[src/rtl/controle_senhas.sv]
// controle_senhas: bomb-defusal password FSM with two phases and limited attempts.
// Define PENALIDADE_EN to pulse PENALIDADE on each wrong attempt.
module controle_senhas #(
  parameter int MAX_TENTATIVAS = 5
) (
  input  logic       CLOCK_50,
  input  logic       RESET,
  input  logic       START,
  input  logic       ENTER,
  input  logic [3:0] TENTATIVA,
  input  logic [3:0] SENHA_A,
  input  logic [2:0] SENHA_B,
  input  logic       TIMEOUT,
  output logic [2:0] ESTADO,
  output logic       DICA_ENABLE,
  output logic       ACERTOU_SENHA_A,
  output logic       DICA_STROBE,
  output logic [2:0] TENTATIVAS_RESTANTES,
  output logic       DESARMADA,
  output logic       EXPLODIU,
  output logic       PENALIDADE
);
  typedef enum logic [2:0] {
    OCIOSO    = 3'd0,
    FASE_A    = 3'd1,
    FASE_B    = 3'd2,
    ST_DESARM = 3'd3,
    ST_EXPLOD = 3'd4
  } state_t;
  localparam logic [2:0] MAX = 3'(MAX_TENTATIVAS);
  state_t state, next;
  logic s1, s2, prev, armed, evt;
  logic [1:0] warm;
  logic [2:0] cnt_n;
  logic strobe_n, acertou_n;
  // armed stays low until ENTER is seen released after reset, so a held button never fires
  always_ff @(posedge CLOCK_50 or posedge RESET)
    if (RESET) begin
      s1 <= 1'b0;
      s2 <= 1'b0;
      prev <= 1'b0;
      warm <= 2'b00;
      armed <= 1'b0;
    end else begin
      s1 <= ENTER;
      s2 <= s1;
      prev <= s2;
      warm <= {warm[0], 1'b1};
      armed <= armed | (warm[1] & ~s2);
    end
  assign evt = s2 & ~prev & armed;
  always_comb begin
    next = state;
    cnt_n = TENTATIVAS_RESTANTES;
    strobe_n = 1'b0;
    acertou_n = ACERTOU_SENHA_A;
    case (state)
      OCIOSO: if (START) begin
        next = FASE_A;
        cnt_n = MAX;
      end
      FASE_A, FASE_B: if (TIMEOUT) next = ST_EXPLOD;
      else if (evt) begin
        if (state == FASE_A && TENTATIVA == SENHA_A) begin
          next = FASE_B;
          cnt_n = MAX;
          acertou_n = 1'b1;
        end else if (state == FASE_B && TENTATIVA == {1'b0, SENHA_B}) next = ST_DESARM;
        else begin
          cnt_n = TENTATIVAS_RESTANTES - 3'd1;
          strobe_n = 1'b1;
          next = TENTATIVAS_RESTANTES <= 3'd1 ? ST_EXPLOD : state;
        end
      end
      default: ;
    endcase
  end
  always_ff @(posedge CLOCK_50 or posedge RESET)
    if (RESET) begin
      state <= OCIOSO;
      TENTATIVAS_RESTANTES <= 3'd0;
      DICA_STROBE <= 1'b0;
      ACERTOU_SENHA_A <= 1'b0;
      DICA_ENABLE <= 1'b0;
      DESARMADA <= 1'b0;
      EXPLODIU <= 1'b0;
    end else begin
      state <= next;
      TENTATIVAS_RESTANTES <= cnt_n;
      DICA_STROBE <= strobe_n;
      ACERTOU_SENHA_A <= acertou_n;
      DICA_ENABLE <= next == FASE_A || next == FASE_B;
      DESARMADA <= next == ST_DESARM;
      EXPLODIU <= next == ST_EXPLOD;
    end
  assign ESTADO = state;
`ifdef PENALIDADE_EN
  always_ff @(posedge CLOCK_50 or posedge RESET)
    if (RESET) PENALIDADE <= 1'b0;
    else PENALIDADE <= strobe_n;
`else
  assign PENALIDADE = 1'b0;
`endif
endmodule

[config.mk]
export PLATFORM = sky130hd
export DESIGN_NAME = controle_senhas
export DESIGN_NICKNAME = d
export VERILOG_FILES = /design/src/rtl/controle_senhas.sv
export SDC_FILE = /design/constraint.sdc
export NUM_CORES = 1
export LEC_CHECK = 0
export BUFFER_PORTS_ARGS = -buffer_cell sky130_fd_sc_hd__clkbuf_2
export CAP_MARGIN = 20
export CORE_ASPECT_RATIO = 0.8
export CORE_UTILIZATION = 51
export DETAILED_ROUTE_END_ITERATION = 8
export PLACE_DENSITY = 0.78
export SLEW_MARGIN = 20
export SYNTH_ARGS = -nofsm -noshare
export SYNTH_HDL_FRONTEND = slang
export SYNTH_SLANG_ARGS = --single-unit
[constraint.sdc]
create_clock -name CLOCK_50 -period 2.4 [get_ports CLOCK_50]
set_clock_uncertainty 0.1 [all_clocks]
set_input_delay 0.12 -clock CLOCK_50 [delete_from_list [all_inputs] [get_ports CLOCK_50]]
set_output_delay 0.12 -clock CLOCK_50 [all_outputs]
set_load 0.02 [all_outputs]
==> results of run 1 <==
-- worst max-delay path: cells and delay by family, from the launching register on --
kind,cells,cell delay [ns]
flip-flops,1,0.62
AO/OA/AOI/OAI,2,0.66
AND/OR/NAND/NOR,2,0.52
-- logic make-up after synthesis --
kind of cell / count (synthesis) / share of synthesized area (%)
other cells: 2 / 0.721
simple gates: 27 / 21.5
flops: 17 / 40.9
fa+ha+maj: 2 / 2.40
mux: 1 / 0.962
compound gates: 20 / 18.4
buf+inv: 14 / 7.57
xor+xnor: 9 / 7.57
-- power breakdown --
part / internal, mW / switching [mW]
Clock: 0.0635 / 0.0926
Sequential: 0.316 / 0.0527
Combinational: 0.113 / 0.157
-- registers in the layout, summed over array words and instances, names as in the netlist --
name / count
ESTADO: 3
TENTATIVAS_RESTANTES: 3
warm: 2
ACERTOU_SENHA_A: 1
DESARMADA: 1
DICA_ENABLE: 1
DICA_STROBE: 1
EXPLODIU: 1
armed: 1
prev: 1
s1: 1
s2: 1
-- synthesized netlist by cell type (all sizes together) (2+ instances only) --
library cell / instances
inv: 10
conb: 2
dfrtp: 17
and3: 2
nor2: 6
nand2: 3
buf: 4
nand4: 2
a21o: 2
nor3: 5
a211oi: 3
a21oi: 4
a31oi: 2
xnor2: 9
or2: 3
ha: 2
-- layout make-up --
class                   count  area (um^2)  share of cell area, %
well taps                  24         30.0                   2.48
repair buffers             28          150                   12.4
inverters                  10         37.5                   3.10
clock buffers               3         22.5                   1.86
multi-input cells          61          537                   44.4
flip-flops and latches     17          425                   35.2
clock inverters             1         7.51                  0.620
-- per-layer routing --
metal	global-route usage [%]	vias up
met5	0	-
met3	8.33	0
met1	27.5	356
li1	-	377
met4	3.16	0
met2	33.4	34
-- worst max-delay path by stage --
stage | from | end | cells past startpoint
after floorplan | TENTATIVAS_RESTANTES[1]$_DFFE_PP0P_ | ESTADO[1]$_DFF_PP0_ | 7
after global placement | ESTADO[2]$_DFF_PP0_ | DICA_ENABLE$_DFF_PP0_ | 5
after detailed placement | ESTADO[2]$_DFF_PP0_ | DICA_ENABLE$_DFF_PP0_ | 5
after CTS | ESTADO[0]$_DFF_PP0_ | ESTADO[2]$_DFF_PP0_ | 4
after global routing | ESTADO[0]$_DFF_PP0_ | ESTADO[2]$_DFF_PP0_ | 4
final | ESTADO[0]$_DFF_PP0_ | ESTADO[2]$_DFF_PP0_ | 4
-- timing repair --
item                       4_1_cts  5_1_grt
setup endpoints to repair        0        0
hold buffers                     2        0
hold endpoints to repair        18        0
==> run metrics, run 1 <==
EDFF count, synth 0; DRT iter0 DRCs 23; Max Cap Viol 0; Total Power 0.794 mW; clock buffer depth 2; final hold violation count 0; top-area cell type share of the netlist area 40.9%; Port Buf Inserts 26; R2R Setup Slk 0.40 ns; slew margin rel. 58.6%; Die W 52.5 um; vias per inst 5.33; Ant. Diodes 0; post-place instance area 1160 um^2; fraction of registers with async set/reset 100%; post-synthesis sequential area ratio 40.9%; Leak 0.560 nW; R2R Path End ESTADO[2]$_DFF_PP0_; largest net degree at the start of global routing 18; routed wl met3 155 um; Vias 767; vias in the first global route 778; crit-path max FO 12; pwr/cell area 657 nW/um^2; Worst Reg2Reg Path Length in Cells 4; synth warn 0; Fill cells 160; Post-Syn Area 1040 um^2; FMAX 499 MHz; Routed WL per cell 13.3 um; chip height 42.4 um; cts bufs inserted 3; DIE AREA 2230 um^2; HP Class input port to flop; highest metal used met3; WHS Path Cells 3; TNS Setup 0 ns; synthesized area per cell 11.3 um^2; crit path DAT 2.09 ns; outcome complete, no violations; Final Slew Violations 0; top cells by area, synth dfrtp_1 41%, xnor2_1 7.6%, inv_1 3.6%; gr usage total 21.1%; Peak VDD IR 499 uV; biggest area consumer among synthesized cells dfrtp_1; DR WL met2 904 um; hold-critical path endpoint ACERTOU_SENHA_A$_DFFE_PP0P_; Resize count post-CTS 0; placed instance count 138; CTS Root Cell clkbuf_4; Mapped Cells 92; clk sinks 17; PnR worst setup slack 0.395 ns; Synth Net Count 110; CP cell instances or2b_1, o311ai_1, a21oi_1, or2_1; Clk Latency, worst-skew pair 0.29 ns; Most used DFF post-synth dfrtp_1; class of the most critical setup path flop to flop; Core Rows 14; Finish-stage setup viols 0; area grow syn2layout 16.2%; final design instance area without fill 1210 um^2; TritonCTS clock tree yes; core outline area 1890 um^2; worst flop-to-flop path startpoint ESTADO[0]$_DFF_PP0_; Total Nets Final 139; Slew @ Worst Pin 0.620 ns; half-perimeter wire length after placement 1.51 mm; min-delay src TIMEOUT; met1 wire length 851 um; DR pass1 iterations 4; GPL Wtd Cong 0.888; RSZ-0062 raised after global routing false; total gr overflow 0; most common cell after layout, fill and taps aside clkbuf_2; flops & latches, synth 17; WHS 0.153 ns; crit-path max cell delay 0.62 ns; slowest cell on the critical path dfrtp_1; DRC viols 0; Final Instance Count excl. Fillers 144; Util after Layout 64.0%; Cell variety after synth 39; CP Data Required Time 2.49 ns; Antenna Violating Nets Remaining 0; Starting Density 55.0%; total wire length 1.91 mm; Worst setup EP type flop; share of layout cells above drive strength 1 39.2%; CTS H-tree depth 1; initial antenna violation count 0; most frequent cells in the layout 26 x clkbuf_2, 17 x dfrtp_1, 10 x inv_1, 9 x xnor2_1, 6 x nor2_1; # IOs 28; global-route wire length before repair 3.45 mm; Setup Fix Bufs, Post-CTS 0; crit path launch type flop; Final min period 2.00 ns; pre-CTS setup slack 0.442 ns; Final period util 83.5%; CTS clk-pin slew, worst paths 0.10 ns
Power figures use the tool's default switching activity.
==> inputs of run 2 (changes only) <==
==> constraint.sdc (replaced) <==
create_clock -name CLOCK_50 -period 1.9 [get_ports CLOCK_50]
set_clock_uncertainty 0.1 [all_clocks]
set_input_delay 0.095 -clock CLOCK_50 [delete_from_list [all_inputs] [get_ports CLOCK_50]]
set_output_delay 0.095 -clock CLOCK_50 [all_outputs]
set_load 0.02 [all_outputs]
==> run 2 against run 1 <==
  * Total power rose by 42%
  * Critical path depth rose by 2
  * Register-to-register slack got worse by 0.37 ns
  * Via count rose by 7.3%
  * Clock-buffer cell count did not move
  * Non-clock buffer count rose by 9
  * Maximum frequency rose by 7.0%
  * Sequential power rose by 26%
  * Clock power rose by 29%
  * Final cell count rose by 6.3%
  * Combinational power rose by 71%
  * Largest cell class unchanged
==> run metrics, run 2 (synthesized netlist as in run 1, its figures left out) <==
Vias 823 (+7.3%); Total Nets Final 148 (+6.5%); met1 wire length 950 um (+12%); GPL Wtd Cong 0.828 (-6.8%); slowest cell on the critical path dfrtp_1; outcome complete, no violations; Util after Layout 70.4% (+6.4 points); Clk Latency, worst-skew pair 0.30 ns (about the same); routed wl met3 146 um (-5.8%); Worst setup EP type flop; clock buffer depth 2 (unchanged); WHS 0.127 ns (-0.0257 ns); hold-critical path endpoint ACERTOU_SENHA_A$_DFFE_PP0P_; CTS Root Cell clkbuf_4; Final period util 98.6% (+15 points); R2R Path End ESTADO[1]$_DFF_PP0_; post-place instance area 1200 um^2 (+3.2%); Finish-stage setup viols 0 (unchanged); class of the most critical setup path flop to flop; R2R Setup Slk 0.03 ns (-0.37 ns); DRT iter0 DRCs 20 (-13%); # IOs 28 (unchanged); initial antenna violation count 0 (unchanged); DR pass1 iterations 4 (unchanged); WHS Path Cells 3 (unchanged); Core Rows 14 (unchanged); Final min period 1.87 ns (-0.132 ns); RSZ-0062 raised after global routing true; CP cell instances buf_4, o21ba_4, nor3_4, o311ai_4, a211o_1, a32o_2; sw frac 38.5% (+0.54 points); crit path launch type flop; Leak 0.609 nW (+8.7%); highest metal used met4; Worst Reg2Reg Path Length in Cells 6 (+2); Starting Density 55.0% (unchanged); sw power 0.434 mW (+44%); FMAX 534 MHz (+7.0%); PnR worst setup slack 0.0270 ns (-0.368 ns); half-perimeter wire length after placement 1.67 mm (+11%); Pint 0.693 mW (+41%); CTS clk-pin slew, worst paths 0.10 ns (about the same); final hold violation count 0 (unchanged); pre-CTS setup slack -0.0461 ns (-0.488 ns); Ant. Diodes 0 (unchanged); chip height 42.4 um (unchanged); total wire length 2.31 mm (+21%); vias per inst 5.38 (+0.99%); DR WL met2 1.18 mm (+31%); Max Cap Viol 0 (unchanged); final design instance area without fill 1330 um^2 (+10%); placed instance count 143 (+3.6%); combinational fraction of design power 40.9% (+7.0 points); CTS H-tree depth 1 (unchanged); pwr/cell area 847 nW/um^2 (+29%); crit path DAT 1.97 ns (-0.12 ns); global-route wire length before repair 3.55 mm (+3.0%); TritonCTS clock tree yes; slew margin rel. 56.6% (-2.0 points); TNS Setup 0 ns (unchanged); total gr overflow 0 (unchanged); largest net degree at the start of global routing 18 (unchanged); Final Instance Count excl. Fillers 153 (+6.3%); CP Data Required Time 2.00 ns (-0.49 ns); Final Slew Violations 0 (unchanged); Routed WL per cell 15.1 um (+14%); Total Power 1.13 mW (+42%); area grow syn2layout 27.9%; Peak VDD IR 620 uV (+24%); share of power burned in registers 41.3% (-5.1 points); gr usage total 22.1% (+1.0 points); vias in the first global route 821 (+5.5%); HP Class input port to flop; Clock power frac 17.8% (-1.8 points); core outline area 1890 um^2 (unchanged); Antenna Violating Nets Remaining 0 (unchanged); most frequent cells in the layout 26 x clkbuf_2, 14 x dfrtp_1, 9 x inv_1, 9 x xnor2_1, 9 x buf_4; crit-path max cell delay 0.40 ns (-0.22 ns); clk sinks 17 (unchanged); cts bufs inserted 3 (unchanged); Slew @ Worst Pin 0.650 ns (+0.0302 ns); crit-path max FO 4 (-8); min-delay src TIMEOUT; DRC viols 0 (unchanged); Die W 52.5 um (unchanged); Port Buf Inserts 26 (unchanged); share of layout cells above drive strength 1 49.6% (+10 points); DIE AREA 2230 um^2 (unchanged); most common cell after layout, fill and taps aside clkbuf_2; worst flop-to-flop path startpoint TENTATIVAS_RESTANTES[1]$_DFFE_PP0P_
## run 2: worst max-delay path: cells and delay by family, from the launching register on
kind | cells | cell delay, ns
flip-flops | 1 | 0.40
AO/OA/AOI/OAI | 4 | 0.89
buffers and inverters | 1 | 0.15
AND/OR/NAND/NOR | 1 | 0.23
## run 2: area by class of cell
| class | count | area, um^2 |
|---|---|---|
| multi-input combinational | 61 | 587 |
| fill | 143 | 561 |
| sequential | 17 | 429 |
| timing repair buffer | 37 | 218 |
| inverter | 10 | 37.5 |
| tap | 24 | 30.0 |
| clock buffer | 3 | 22.5 |
| clock inverter | 1 | 7.51 |
## run 2: how the worst max path moves through the flow
stage	start	to	slack [ns]	depth (start not counted)
5_1_grt	ESTADO[2]$_DFF_PP0_	TENTATIVAS_RESTANTES[2]$_DFFE_PP0P_	-0.11	6
3_3_place_gp	ESTADO[0]$_DFF_PP0_	DICA_ENABLE$_DFF_PP0_	0.09	5
3_5_place_dp	ESTADO[0]$_DFF_PP0_	ESTADO[2]$_DFF_PP0_	-0.05	4
2_1_floorplan	TENTATIVAS_RESTANTES[1]$_DFFE_PP0P_	ESTADO[1]$_DFF_PP0_	0.03	7
6_report	TENTATIVAS_RESTANTES[1]$_DFFE_PP0P_	ESTADO[1]$_DFF_PP0_	0.03	6
4_1_cts	TENTATIVAS_RESTANTES[1]$_DFFE_PP0P_	ESTADO[1]$_DFF_PP0_	0.002	7
## run 2: metal layers
metal / track usage [%] / vias up
li1: - / 393
met1: 27.2 / 391
met2: 37.0 / 33
met3: 7.61 / 6
met4: 4.74 / 0
met5: 0 / -
## run 2: what timing repair did
item,in CTS,in global routing
pin swaps,0,5
buffers inserted,0,4
hold buffers,2,0
endpoints found under the setup margin,4,7
hold endpoints to repair,18,0
resized for setup,1,11
## run 2: power groups by stage
stage | registers [mW] | clock network [mW] | logic (mW)
4_1_cts | 0.460 | 0.207 | 0.370
6_report | 0.465 | 0.201 | 0.461
2_1_floorplan | 0.479 | 0 | 0.257
3_5_place_dp | 0.467 | 0 | 0.361
5_1_grt | 0.471 | 0.222 | 0.499
3_3_place_gp | 0.463 | 0 | 0.353
==> inputs of run 3 (changes only) <==
--- a/config.mk
+++ b/config.mk
@@ -11,6 +11,7 @@
 export CORE_UTILIZATION = 51
 export DETAILED_ROUTE_END_ITERATION = 8
 export PLACE_DENSITY = 0.78
+export SETUP_SLACK_MARGIN = 0.15
 export SLEW_MARGIN = 20
 export SYNTH_ARGS = -nofsm -noshare
 export SYNTH_HDL_FRONTEND = slang
==> constraint.sdc (replaced) <==
create_clock -name CLOCK_50 -period 1.96 [get_ports CLOCK_50]
set_clock_uncertainty 0.1 [all_clocks]
set_input_delay 0.098 -clock CLOCK_50 [delete_from_list [all_inputs] [get_ports CLOCK_50]]
set_output_delay 0.098 -clock CLOCK_50 [all_outputs]
set_load 0.02 [all_outputs]
==> run 3 against run 2 <==
  * Critical endpoint unchanged
  * Die area unchanged
  * Highest routed layer unchanged
  * Wire length increased by 2.0%
  * Maximum frequency increased by 3.6%
  * Hold slack got worse by 0.0097 ns
  * Flip-flop and latch count unchanged
  * Global-route usage increased by 1.2 points
  * Total power decreased by 3.6%
  * Setup slack improved by 0.12 ns
  * Clock power decreased by 7%
  * Non-clock buffer count increased by 3
  * Combinational power decreased by 1%
  * Core utilization increased by 2.4 points
==> run metrics, run 3 (synthesized netlist as in run 1, its figures left out) <==
outcome complete, no violations; half-perimeter wire length after placement 1.59 mm (-5.0%); Final period util 92.2% (-6.3 points); Clk Latency, worst-skew pair 0.29 ns (about the same); Slew @ Worst Pin 0.624 ns (-0.0259 ns); Starting Density 55.0% (unchanged); CTS clk-pin slew, worst paths 0.10 ns (about the same); pwr/cell area 789 nW/um^2 (-6.8%); TritonCTS clock tree yes; storage element area 430 um^2 (+0.29%); most common cell after layout, fill and taps aside clkbuf_2; CTS Root Cell clkbuf_4; DIE AREA 2230 um^2 (unchanged); HP Class input port to flop; crit-path max FO 2 (-2); Ant. Diodes 0 (unchanged); Antenna Violating Nets Remaining 0 (unchanged); DRC viols 0 (unchanged); RSZ-0062 raised after global routing true; TNS Setup 0 ns (unchanged); vias in the first global route 785 (-4.4%); vias per inst 5.34 (-0.73%); clock buffer depth 2 (unchanged); DRT iter0 DRCs 15 (-25%); placed instance count 141 (-1.4%); Finish-stage setup viols 0 (unchanged); Routed WL per cell 15.1 um (about the same); CTS H-tree depth 1 (unchanged); FMAX 553 MHz (+3.6%); area of the multi-input gates 606 um^2 (+3.2%); slew margin rel. 58.3% (+1.7 points); CP Data Required Time 2.04 ns (+0.04 ns); most frequent cells in the layout 26 x clkbuf_2, 13 x dfrtp_1, 10 x buf_4, 9 x inv_1, 9 x xnor2_1; gr usage total 23.3% (+1.2 points); final hold violation count 0 (unchanged); post-place instance area 1190 um^2 (-0.31%); total wire length 2.36 mm (+2.0%); GPL Wtd Cong 0.891 (+7.5%); Vias 833 (+1.2%); area grow syn2layout 32.3%; Final Slew Violations 0 (unchanged); pre-CTS setup slack 0.108 ns (+0.154 ns); final design instance area without fill 1380 um^2 (+3.5%); DR pass1 iterations 4 (unchanged); global-route wire length before repair 3.64 mm (+2.3%); Final Instance Count excl. Fillers 156 (+2.0%); crit path DAT 1.88 ns (-0.09 ns); share of layout cells above drive strength 1 53.8% (+4.2 points); core outline area 1890 um^2 (unchanged); chip height 42.4 um (unchanged); crit path launch type flop; # IOs 28 (unchanged); Peak VDD IR 531 uV (-14%); Core Rows 14 (unchanged); largest net degree at the start of global routing 18 (unchanged); PnR worst setup slack 0.152 ns (+0.125 ns); Final min period 1.81 ns (-0.0649 ns); initial antenna violation count 0 (unchanged); cts bufs inserted 3 (unchanged); Fill cells 132 (-7.7%); clk sinks 17 (unchanged); Die W 52.5 um (unchanged); Total Nets Final 151 (+2.0%); Port Buf Inserts 26 (unchanged); class of the most critical setup path flop to flop; Worst setup EP type flop; Leak 0.622 nW (+2.2%); Max Cap Viol 0 (unchanged); total gr overflow 0 (unchanged)
run 3: worst paths after layout:
| check | startpoint | end | slack, ns | depth (start not counted) |
|---|---|---|---|---|
| min in group asynchronous | RESET | armed$_DFF_PP0_ | 0.30 | 3 |
| worst max register to register | TENTATIVAS_RESTANTES[1]$_DFFE_PP0P_ | ESTADO[1]$_DFF_PP0_ | 0.15 | 7 |
| worst min-delay path | START | DICA_ENABLE$_DFF_PP0_ | 0.12 | 4 |
| worst max-delay path | TENTATIVAS_RESTANTES[1]$_DFFE_PP0P_ | ESTADO[1]$_DFF_PP0_ | 0.15 | 7 |
| worst min register to register | warm[0]$_DFF_PP0_ | warm[1]$_DFF_PP0_ | 0.26 | 0 |
| max in group asynchronous | RESET | ESTADO[0]$_DFF_PP0_ | 1.01 | 3 |
run 3: layout make-up:
| cell class | instances | share of cell area [%] |
|---|---|---|
| Multi-Input combinational cell | 61 | 44.0 |
| Sequential cell | 17 | 31.2 |
| Timing Repair Buffer | 40 | 18.0 |
| Inverter | 10 | 2.72 |
| Tap cell | 24 | 2.18 |
| Clock buffer | 4 | 1.91 |
run 3: per-stage QoR:
step,power [mW],hold WS (ns),utilization (%)
2_1_floorplan,0.721,-0.0761,-
3_3_place_gp,0.784,0.0817,63.1
3_5_place_dp,0.799,0.0953,63.1
4_1_cts,1.04,0.107,68.1
5_1_grt,1.15,0.112,72.8
6_report,1.09,0.117,72.8
run 3: report_power, final:
group	internal (mW)	switching, mW
registers	0.392	0.0525
logic	0.199	0.256
clock network	0.0791	0.107
total	0.671	0.416
run 3: what timing repair did:
action / CTS / global route
pin swaps: 3 / 9
resized for setup: 1 / 15
cloned: 0 / 0
endpoints found under the setup margin: 2 / 9
hold endpoints to repair: 18 / 0
buffers inserted: 5 / 4
hold buffers: 2 / 0
run 3: worst max-delay path: stages (launching register included):
cell and delay, ns:
dfrtp_2 0.43, inv_2 0.08, ha_4 0.11, o21ba_4 0.15, nor3_4 0.18, o311ai_4 0.15
a211o_1 0.28, a32o_2 0.22
run 3: metal layers:
| metal | share of wire, % | track usage [%] | vias up |
|---|---|---|---|
| met5 | 0 | 0 | - |
| met4 | 2.0 | 7.89 | 0 |
| met3 | 4.0 | 7.97 | 6 |
| met2 | 51 | 36.7 | 22 |
| met1 | 43 | 29.5 | 405 |
| li1 | - | - | 400 |
